`src/rtl/cache_line_fill_engine.sv`:
```
// -----------------------------------------------------------------------------
// cache_line_fill_engine
//
// Services misses for a direct-mapped cache. On an accepted request the engine
// optionally writes a dirty victim line back to memory one block at a time,
// then reads the missing line block by block (offset 0 first). Once every
// block has arrived, the whole line is presented on the cache's write-line
// port for exactly one cycle.
//
// Ports
//   clk, rst_n           single clock, synchronous active-low reset
//   req_valid/req_ready  miss-service request handshake (ready == idle)
//   req_address          missing block address, any offset within the line
//   req_evict            victim is dirty and must be written back first
//   req_evict_address    victim line address (offset bits ignored)
//   req_evict_line       victim data, block 0 in the least significant bits
//   mem_valid/mem_ready  memory command handshake
//   mem_we               1 = write command, 0 = read command
//   mem_address          block address of the current command
//   mem_wdata            write data of the current command
//   mem_rvalid/mem_rdata read response, one outstanding read at a time
//   fill_valid           one-cycle strobe writing fill_line into the cache
//   fill_address         line base address of the fill (offset bits zero)
//   fill_line            assembled line, block 0 in the least significant bits
//   busy                 inverse of req_ready
// -----------------------------------------------------------------------------
module cache_line_fill_engine #(
    parameter int BLOCK_SIZE             = 32,
    parameter int NUM_OF_BLOCKS_PER_LINE = 4,
    parameter int ADDRESS_SIZE           = 32
) (
    input  logic                                           clk,
    input  logic                                           rst_n,
    // request side
    input  logic                                           req_valid,
    output logic                                           req_ready,
    input  logic [ADDRESS_SIZE-1:0]                        req_address,
    input  logic                                           req_evict,
    input  logic [ADDRESS_SIZE-1:0]                        req_evict_address,
    input  logic [NUM_OF_BLOCKS_PER_LINE*BLOCK_SIZE-1:0]   req_evict_line,
    // memory side
    output logic                                           mem_valid,
    input  logic                                           mem_ready,
    output logic                                           mem_we,
    output logic [ADDRESS_SIZE-1:0]                        mem_address,
    output logic [BLOCK_SIZE-1:0]                          mem_wdata,
    input  logic                                           mem_rvalid,
    input  logic [BLOCK_SIZE-1:0]                          mem_rdata,
    // cache write-line port
    output logic                                           fill_valid,
    output logic [ADDRESS_SIZE-1:0]                        fill_address,
    output logic [NUM_OF_BLOCKS_PER_LINE*BLOCK_SIZE-1:0]   fill_line,
    output logic                                           busy
);

    localparam int OFS    = $clog2(NUM_OF_BLOCKS_PER_LINE);
    localparam int LINE_W = NUM_OF_BLOCKS_PER_LINE * BLOCK_SIZE;

    // Low address bits that select a block inside a line.
    localparam logic [ADDRESS_SIZE-1:0] OFS_MASK = ADDRESS_SIZE'(NUM_OF_BLOCKS_PER_LINE - 1);
    localparam logic [OFS-1:0]          LAST_BLK = OFS'(NUM_OF_BLOCKS_PER_LINE - 1);

    typedef enum logic [2:0] {
        S_IDLE,
        S_WB,
        S_RD,
        S_RD_WAIT,
        S_FILL
    } state_t;

    state_t                    r_state;
    state_t                    w_state_next;

    logic [OFS-1:0]            r_cnt;
    logic [ADDRESS_SIZE-1:0]   r_miss_base;
    logic [ADDRESS_SIZE-1:0]   r_evict_base;
    logic [LINE_W-1:0]         r_evict_line;
    logic [LINE_W-1:0]         r_line;
    logic [ADDRESS_SIZE-1:0]   r_fill_address;
    logic [LINE_W-1:0]         r_fill_line;

    logic                      w_accept;
    logic                      w_last_blk;
    logic [ADDRESS_SIZE-1:0]   w_cnt_addr;
    logic [BLOCK_SIZE-1:0]     w_evict_blk;
    logic [LINE_W-1:0]         w_line_assembled;

    assign w_accept    = req_valid & req_ready;
    assign w_last_blk  = (r_cnt == LAST_BLK);
    // Base addresses have their offset bits cleared, so OR-ing the counter in
    // is the same as adding it.
    assign w_cnt_addr  = ADDRESS_SIZE'(r_cnt);
    assign w_evict_blk = r_evict_line[int'(r_cnt) * BLOCK_SIZE +: BLOCK_SIZE];

    assign busy         = ~req_ready;
    assign fill_address = r_fill_address;
    assign fill_line    = r_fill_line;

    // Current line buffer with the arriving read block merged into its slot.
    always_comb begin
        w_line_assembled = r_line;
        w_line_assembled[int'(r_cnt) * BLOCK_SIZE +: BLOCK_SIZE] = mem_rdata;
    end

    // -------------------------------------------------------------------------
    // State register
    // -------------------------------------------------------------------------
    // NOTE: sequential state uses non-blocking assignments so every flop
    // samples pre-edge values regardless of process ordering.
    always_ff @(posedge clk) begin
        if (!rst_n) begin
            r_state <= S_IDLE;
        end else begin
            r_state <= w_state_next;
        end
    end

    // -------------------------------------------------------------------------
    // Next-state and output decode
    // -------------------------------------------------------------------------
    // NOTE: every signal gets a default before the case so no path leaves it
    // unassigned, which would otherwise infer a latch.
    always_comb begin
        w_state_next = r_state;
        req_ready    = 1'b0;
        mem_valid    = 1'b0;
        mem_we       = 1'b0;
        mem_address  = '0;
        mem_wdata    = '0;
        fill_valid   = 1'b0;

        case (r_state)
            S_IDLE: begin
                req_ready = 1'b1;
                if (req_valid) begin
                    w_state_next = req_evict ? S_WB : S_RD;
                end
            end

            // Write back the victim, block r_cnt; command held until accepted.
            S_WB: begin
                mem_valid   = 1'b1;
                mem_we      = 1'b1;
                mem_address = r_evict_base | w_cnt_addr;
                mem_wdata   = w_evict_blk;
                if (mem_ready && w_last_blk) begin
                    w_state_next = S_RD;
                end
            end

            // Issue the read for block r_cnt of the missing line.
            S_RD: begin
                mem_valid   = 1'b1;
                mem_address = r_miss_base | w_cnt_addr;
                if (mem_ready) begin
                    w_state_next = S_RD_WAIT;
                end
            end

            // Single outstanding read: wait for its data before the next one.
            S_RD_WAIT: begin
                if (mem_rvalid) begin
                    w_state_next = w_last_blk ? S_FILL : S_RD;
                end
            end

            S_FILL: begin
                fill_valid   = 1'b1;
                w_state_next = S_IDLE;
            end

            default: begin
                w_state_next = S_IDLE;
            end
        endcase
    end

    // -------------------------------------------------------------------------
    // Block counter and fill output registers
    // -------------------------------------------------------------------------
    // The counter is log2(N) bits wide, so incrementing past the last block
    // wraps it to zero, ready for the read phase or the next request.
    always_ff @(posedge clk) begin
        if (!rst_n) begin
            r_cnt          <= '0;
            r_fill_address <= '0;
            r_fill_line    <= '0;
        end else begin
            case (r_state)
                S_IDLE: begin
                    r_cnt <= '0;
                end
                S_WB: begin
                    if (mem_ready) begin
                        r_cnt <= r_cnt + OFS'(1);
                    end
                end
                S_RD_WAIT: begin
                    if (mem_rvalid) begin
                        r_cnt <= r_cnt + OFS'(1);
                        if (w_last_blk) begin
                            r_fill_address <= r_miss_base;
                            r_fill_line    <= w_line_assembled;
                        end
                    end
                end
                default: begin
                end
            endcase
        end
    end

    // -------------------------------------------------------------------------
    // Request capture and line assembly buffers
    // -------------------------------------------------------------------------
    // NOTE: these wide data buffers have no reset: each is written before it
    // is read in every service, and the controlling state above is reset.
    always_ff @(posedge clk) begin
        if (w_accept) begin
            r_miss_base  <= req_address & ~OFS_MASK;
            r_evict_base <= req_evict_address & ~OFS_MASK;
            r_evict_line <= req_evict_line;
        end
        if ((r_state == S_RD_WAIT) && mem_rvalid) begin
            r_line <= w_line_assembled;
        end
    end

endmodule

```
`config.mk`:
```
export PLATFORM = sky130hd
export DESIGN_NAME = cache_line_fill_engine
export DESIGN_NICKNAME = d
export VERILOG_FILES = /design/src/rtl/cache_line_fill_engine.sv
export SDC_FILE = /design/constraint.sdc
export NUM_CORES = 1
export LEC_CHECK = 0
export CORE_ASPECT_RATIO = 1.75
export CORE_MARGIN = 1
export CORE_UTILIZATION = 45
export CTS_BUF_LIST = sky130_fd_sc_hd__clkbuf_4 sky130_fd_sc_hd__clkbuf_8
export CTS_CLUSTER_DIAMETER = 100
export DETAILED_ROUTE_END_ITERATION = 16
export MAX_ROUTING_LAYER = met4
export PLACE_DENSITY = 0.83
export RECOVER_POWER = 50
export SYNTH_ARGS = -nofsm -noshare
export SYNTH_HDL_FRONTEND = slang
export SYNTH_SLANG_ARGS = --single-unit
```
`constraint.sdc`:
```
create_clock -name clk -period 5.45 [get_ports clk]
set_input_delay 1.09 -clock clk [delete_from_list [all_inputs] [get_ports clk]]
set_output_delay 1.09 -clock clk [all_outputs]
set_load 0.1 [all_outputs]
```
==> qor.csv, run 1 <==
stage;metric;value;unit
outcome;status;finished with violations;
outcome;failing checks;capacitance limit, slew limit;
worst_hold_path;Hold Path Class;flop to flop;
pwr;Psw;2.701;mW
logic_synthesis;FF+latch count, synth;447;
logic_synthesis;Yosys warnings;0;
logic_synthesis;number of enable flip-flop cells after synthesis;284;
timing;RSZ-0062 raised after global routing;false;
global_route;Tot GR Track Use;0.2606;
pwr;P_int;5.867;mW
detailed_routing;number of remaining DRC errors;0;
global_route;vias in the first global route;13120;
clock_tree;CTS tree;done;
logic_synthesis;Synth area leader;edfxtp_1;
timing;Setup Viol. Count Final;0;
detailed_routing;detailed-route via count;12830;
place;I/O Buffers;452;
timing;post-route minimum period;4650;ps
timing;final period utilization;0.8532;
global_route;first-pass GRT wire length;73440;um
detailed_routing;WL final;50130;um
cells_and_area;Fillers;2792;
clock_tree;Setup Buffers After CTS;0;
logic_synthesis;post-synthesis instance area;0.01728;mm^2
die;Ports;459;
critical_path;critical path type;flop to flop;
pwr;Leakage;8.477;nW
critical_path;CP startpoint kind;flop;
critical_path;critical-path maximum fanout;50;
global_route;Overflow after GRT;0;
cells_and_area;area taken by flip-flops and latches;0.01179;mm^2
cells_and_area;Multi-input gate area;0.004888;mm^2
die;Starting Density;0.4578;
pwr;Clk network pwr share;0.319;
flow_run;Max Cap Violations;5;
logic_synthesis;post-synth top area share;0.4934;
logic_synthesis;Syn Inst Count;1371;
detailed_routing;ANT nets after route;0;
logic_synthesis;Main synth FF type;edfxtp_1;
logic_synthesis;Avg Synthesized Cell Area;12.61;um^2
clock_tree;CTS Buffer Depth;3;
logic_synthesis;Synth area leaders;edfxtp_1 (49%), dfxtp_1 (19%), nand2_1 (4.9%);
detailed_routing;routed vias/inst;5.442;
global_route;initial antenna violation count;16;
die;cell row count;94;
clock_tree;Hold-fix buffers, CTS;0;
clock_tree;Num CTS Buffers;66;
place;GPL Wtd Cong;0.9013;
timing;Max Clk Rate;215.0;MHz
clock_tree;H-tree depth;3;
clock_tree;clk slew on worst S/H paths;70;ps
clock_tree;worst skew pair latency;630;ps
logic_synthesis;Post-synth ARST share;0;
pwr;Max VDD drop;0.4650;mV
detailed_routing;DRT Pass-1 Iters;5;
clock_tree;cts repair resizes;0;
logic_synthesis;Unique masters post-synth;42;
place;DP Wirelength;33450;um
timing;Final Slew Violations;264;
die;full die area;0.03923;mm^2
pwr;power per cell area;366.1;mW/mm^2
pwr;sequential power share;0.468;
die;Core ar.;0.03775;mm^2
clock_tree;root buffer cell;clkbuf_8;
cells_and_area;Area Overhead vs Synth;35.41;%
place;pre-CTS setup slack;1542;ps
die;Die Wd;150.2;um
cells_and_area;layout cell share with drive strength beyond 1;0.1281;
timing;Slew HR;-0.9455;
timing;PnR worst setup slack;799.8;ps
detailed_routing;Iter 0 DRT Violations;825;
global_route;pin count of the biggest net entering global routing;154;
timing;clock skew;37.69;ps
timing;Hold Fails Final Rpt;0;
clock_tree;CTS sink cnt;447;
pwr;Sw Share;0.3152;
timing;Post-Route Setup TNS;0;ps
logic_synthesis;register area share after synthesis;0.6822;
timing;worst-margin pin slew;2918;ps
detailed_routing;Routed wire per std cell;21.26;um
critical_path;Setup crit end kind;flop;
die;Die H;261.3;um
cells_and_area;Layout Nets;2041;
critical_path;arrival time worst endpoint;4850;ps
critical_path;worst path required time;5650;ps
pwr;Comb pwr share;0.213;
[cell usage after synthesis, drive strengths merged (2+ instances only)]
library cell and number:
a21boi 32, a22o 30, a31oi 62, and2 5, and3 34, and4 3, buf 50, clkbuf 56
dfxtp 163, edfxtp 284, ha 5, inv 37, mux4 32, nand2 224, nand2b 65, nand3 66
nand4 3, nor2 6, nor2b 2, nor3b 3, o211ai 2, o21ai 160, o21ba 34, o22ai 2
[cells in the final DEF, fill, tap and decap left out, types with 37 or more instances in the layout]
cell type,synthesis,final
dlygate4sd3_1,0,188
clkbuf_8,0,72
buf_4,9,47
nand3_1,66,66
inv_1,37,37
dfxtp_1,163,161
edfxtp_1,284,284
a31oi_1,62,62
nand2b_1,65,65
o21ai_0,140,147
clkdlybuf4s50_1,0,227
nand2_1,224,224
[stage by stage]
stage                     std cells  total power, mW  area [um^2]  utilization  hold WS, ps
after floorplan                1372            5.359        17290            -        497.5
after global placement         2218            5.881        22070       0.5846        441.3
after detailed placement       2218            5.930        22070       0.5846        444.0
after CTS                      2338            8.663        23400       0.6198        454.1
after global routing           2358            8.873        23400       0.6199        472.7
final                          2358            8.567        23400       0.6199        454.9
[registers in the layout, summed over array words and instances (netlist names)]
register      count
r_cnt             2
r_evict_line    128
fill_address     30
fill_line       128
r_state           3
r_miss_base      30
r_evict_base     30
r_line           96
[critical path, cell delays in order (launching register included)]
cell	delay, ps
dfxtp_1	570
or3_1	480
inv_1	100
and2_0	1870
clkbuf_2	1200
[routing by layer]
metal / vias up / share of wire / GRT usage
met2: 610 / 0.53 / 0.4465
met4: 0 / 0.060 / 0.1759
li1: 5873 / - / -
met1: 6198 / 0.34 / 0.2668
met3: 151 / 0.065 / 0.05192
met5: - / 0 / -
[worst paths after layout]
check                                 startpoint               end  slack [ps]  cells after the start
worst max-delay path                  r_state[0]    r_miss_base[8]         800                      4
worst min-delay path            fill_address[14]  fill_address[14]         450                      2
worst max register to register        r_state[0]    r_miss_base[8]         800                      4
worst min register to register  fill_address[14]  fill_address[14]         450                      2
[power groups by stage]
stage | clock (mW) | sequential (mW) | combinational (mW)
3_3_place_gp | 0 | 4.06 | 1.83
5_1_grt | 2.94 | 4.03 | 1.91
2_1_floorplan | 0 | 4.04 | 1.32
3_5_place_dp | 0 | 4.07 | 1.86
6_report | 2.73 | 4.01 | 1.83
4_1_cts | 2.80 | 4.00 | 1.86
[final cells by class]
| class | instances | area share |
|---|---|---|
| Inverter | 37 | 0.005934 |
| Antenna cell | 20 | 0.002138 |
| Clock inverter | 25 | 0.007110 |
| Clock buffer | 95 | 0.04972 |
| Timing Repair Buffer | 472 | 0.1967 |
| Sequential cell | 447 | 0.5039 |
| Multi-Input combinational cell | 782 | 0.2089 |
| Tap cell | 480 | 0.02566 |
[cell families after synthesis]
logic type,Yosys count,share of synthesized area
AOI/OAI and AO/OA,325,0.1205
adders and majority gates,5,0.003620
buffers and inverters,143,0.03634
DFF,447,0.6822
muxes,32,0.04170
other,1,0.0002170
and+or+nand+nor,418,0.1155
(Power assumes the default switching activity.)
==> run 2, diff against run 1 <==
==> constraint.sdc (replaced) <==
create_clock -name clk -period 4.22 [get_ports clk]
set_input_delay 0.844 -clock clk [delete_from_list [all_inputs] [get_ports clk]]
set_output_delay 0.844 -clock clk [all_outputs]
set_load 0.1 [all_outputs]
==> qor.csv, run 2 (same netlist as run 1, synthesis figures left out) <==
stage;metric;value;unit;change
pwr;Clk network pwr share;0.311;;-0.008
timing;Setup Viol. Count Final;0;;unchanged
clock_tree;CTS tree;done;;
clock_tree;H-tree depth;2;;-1
global_route;vias in the first global route;13320;;+1.5%
timing;Slew HR;-0.3021;;+0.6434
critical_path;Setup crit end kind;flop;;
detailed_routing;Iter 0 DRT Violations;779;;-5.6%
clock_tree;clk slew on worst S/H paths;70;ps;about the same
cells_and_area;Layout Nets;2045;;+0.20%
clock_tree;cts repair resizes;0;;unchanged
critical_path;Cell Chain, Critical Path;buf_4 > ha_1 > and4_2 > buf_4 > o21ai_0 > a31oi_1;;
detailed_routing;number of remaining DRC errors;0;;unchanged
place;GPL Wtd Cong;0.8634;;-4.2%
clock_tree;CTS Buffer Depth;3;;unchanged
place;Placed Cells;2227;;+0.41%
clock_tree;Num CTS Buffers;61;;-7.6%
critical_path;CP Buf/Inv Count;2;;unchanged
die;full die area;0.03923;mm^2;unchanged
cells_and_area;layout cell share with drive strength beyond 1;0.1498;;+0.02174
cells_and_area;Final Util;0.6300;;+0.01011
timing;Hold Fails Final Rpt;0;;unchanged
worst_hold_path;Hold Crit Endpoint;fill_address[21];;
global_route;pin count of the biggest net entering global routing;106;;-31%
worst_hold_path;hold depth;2;;unchanged
clock_tree;CTS sink cnt;447;;unchanged
pwr;Psw;3.516;mW;+30%
timing;worst hold slack;457.7;ps;+2.774 ps
global_route;initial antenna violation count;18;;+2
cells_and_area;commonest non-fill, non-tap cell in the layout;edfxtp_1;;
timing;post-route minimum period;3674;ps;-976.3 ps
critical_path;reg2reg path depth;6;;+2
detailed_routing;detailed-route via count;12900;;+0.52%
critical_path;arrival time worst endpoint;4220;ps;-630 ps
detailed_routing;Routed wire per std cell;21.42;um;+0.76%
place;pre-CTS setup slack;1207;ps;-335.6 ps
critical_path;R2R Path End;fill_line[81];;
cells_and_area;Layout Cells excl Fill;2361;;+0.13%
critical_path;slowest cell on the critical path;and4_2;;
pwr;Max VDD drop;0.4164;mV;-10%
timing;worst-margin pin slew;1953;ps;-965.0 ps
pwr;P_int;7.759;mW;+32%
critical_path;Worst R2R Start;r_cnt[1];;
timing;Max Clk Rate;272.2;MHz;+27%
timing;clock skew;21.41;ps;-16.29 ps
global_route;first-pass GRT wire length;74820;um;+1.9%
timing;RSZ-0062 raised after global routing;false;;
critical_path;Crit path max-delay family;simple AND/OR/NAND/NOR gates;;
die;Core ar.;0.03775;mm^2;unchanged
pwr;Comb pwr share;0.231;;+0.018
timing;Final Slew Violations;130;;-51%
critical_path;CP most frequent cell;buf_4;;
outcome;failing checks;capacitance limit, slew limit;;
pwr;Sw Share;0.3118;;-0.003410
cells_and_area;commonest non-fill, non-tap cells in the layout;edfxtp_1 (284), nand2_1 (224), clkdlybuf4s50_1 (194);;
detailed_routing;routed vias/inst;5.463;;+0.39%
pwr;power per cell area;474.0;mW/mm^2;+29%
die;Die H;261.3;um;unchanged
place;DP Wirelength;33930;um;+1.4%
critical_path;CP startpoint kind;flop;;
clock_tree;Hold-fix buffers, CTS;0;;unchanged
critical_path;CP Launch Point;r_cnt[1];;
cells_and_area;Area Overhead vs Synth;37.62;%;
die;cell row count;94;;unchanged
critical_path;worst path required time;4760;ps;-890 ps
die;Ports;459;;unchanged
global_route;Overflow after GRT;0;;unchanged
clock_tree;worst skew pair latency;630;ps;about the same
worst_hold_path;hold path startpoint;fill_address[21];;
pwr;Leakage;8.682;nW;+2.4%
critical_path;Max stage delay on crit path;1070;ps;-800 ps
critical_path;critical path type;flop to flop;;
detailed_routing;WL final;50570;um;+0.89%
critical_path;flop2flop setup slack;550;ps;-250 ps
place;I/O Buffers;452;;unchanged
outcome;status;finished with violations;;
flow_run;Max Cap Violations;3;;-2
die;Die Wd;150.2;um;unchanged
die;Starting Density;0.4578;;unchanged
clock_tree;Setup Buffers After CTS;0;;unchanged
detailed_routing;DRT Pass-1 Iters;5;;unchanged
detailed_routing;ANT nets after route;0;;unchanged
pwr;sequential power share;0.458;;-0.010
timing;PnR worst setup slack;546.1;ps;-253.7 ps
clock_tree;root buffer cell;clkbuf_8;;
timing;Post-Route Setup TNS;0;ps;unchanged
global_route;Tot GR Track Use;0.2617;;+0.001126
worst_hold_path;Hold Path Class;flop to flop;;
critical_path;critical-path maximum fanout;55;;+10%
timing;final period utilization;0.8706;;+0.01734
run 2: how the worst max path moves through the flow:
stage | cells after the start | endpoint | slack (ps)
after floorplan | 4 | r_evict_base[10] | 320
after global placement | 4 | mem_wdata[12] | 1210
after detailed placement | 4 | mem_wdata[11] | 1210
after CTS | 4 | mem_wdata[11] | 480
after global routing | 7 | fill_line[18] | 270
final | 6 | fill_line[81] | 550
run 2: worst min-delay path, cell delays in order (launching register included):
cell      delay (ps)
dfxtp_1          310
nand2_1           50
a21boi_1          50
run 2: metal layers:
metal / vias to the layer above / wire [um] / GRT usage
met5: - / 0 / -
met4: 0 / 2843 / 0.1571
met3: 146 / 3182 / 0.04965
met2: 612 / 27210 / 0.4558
met1: 6252 / 17340 / 0.2711
li1: 5889 / - / -
run 2: metrics by stage:
stage / power, mW / area [um^2]
after floorplan: 6.907 / 17290
after global placement: 7.844 / 22480
after detailed placement: 7.912 / 22480
after CTS: 11.41 / 23800
after global routing: 11.64 / 23780
final: 11.27 / 23790
run 2: final cells by class:
class                   count  area (um^2)
well taps                 480        600.6
flip-flops and latches    447        11790
multi-input cells         782         4877
repair buffers            481         5010
fillers                  2738        13970
diodes                     19        47.55
clock inverters            17        121.4
inverters                  37        138.9
clock buffers              98         1199
run 2: power groups by stage:
stage	clock (mW)	sequential, mW	combinational [mW]
2_1_floorplan	0	5.21	1.70
3_3_place_gp	0	5.23	2.62
3_5_place_dp	0	5.25	2.66
4_1_cts	3.58	5.16	2.67
5_1_grt	3.73	5.18	2.72
6_report	3.50	5.16	2.61
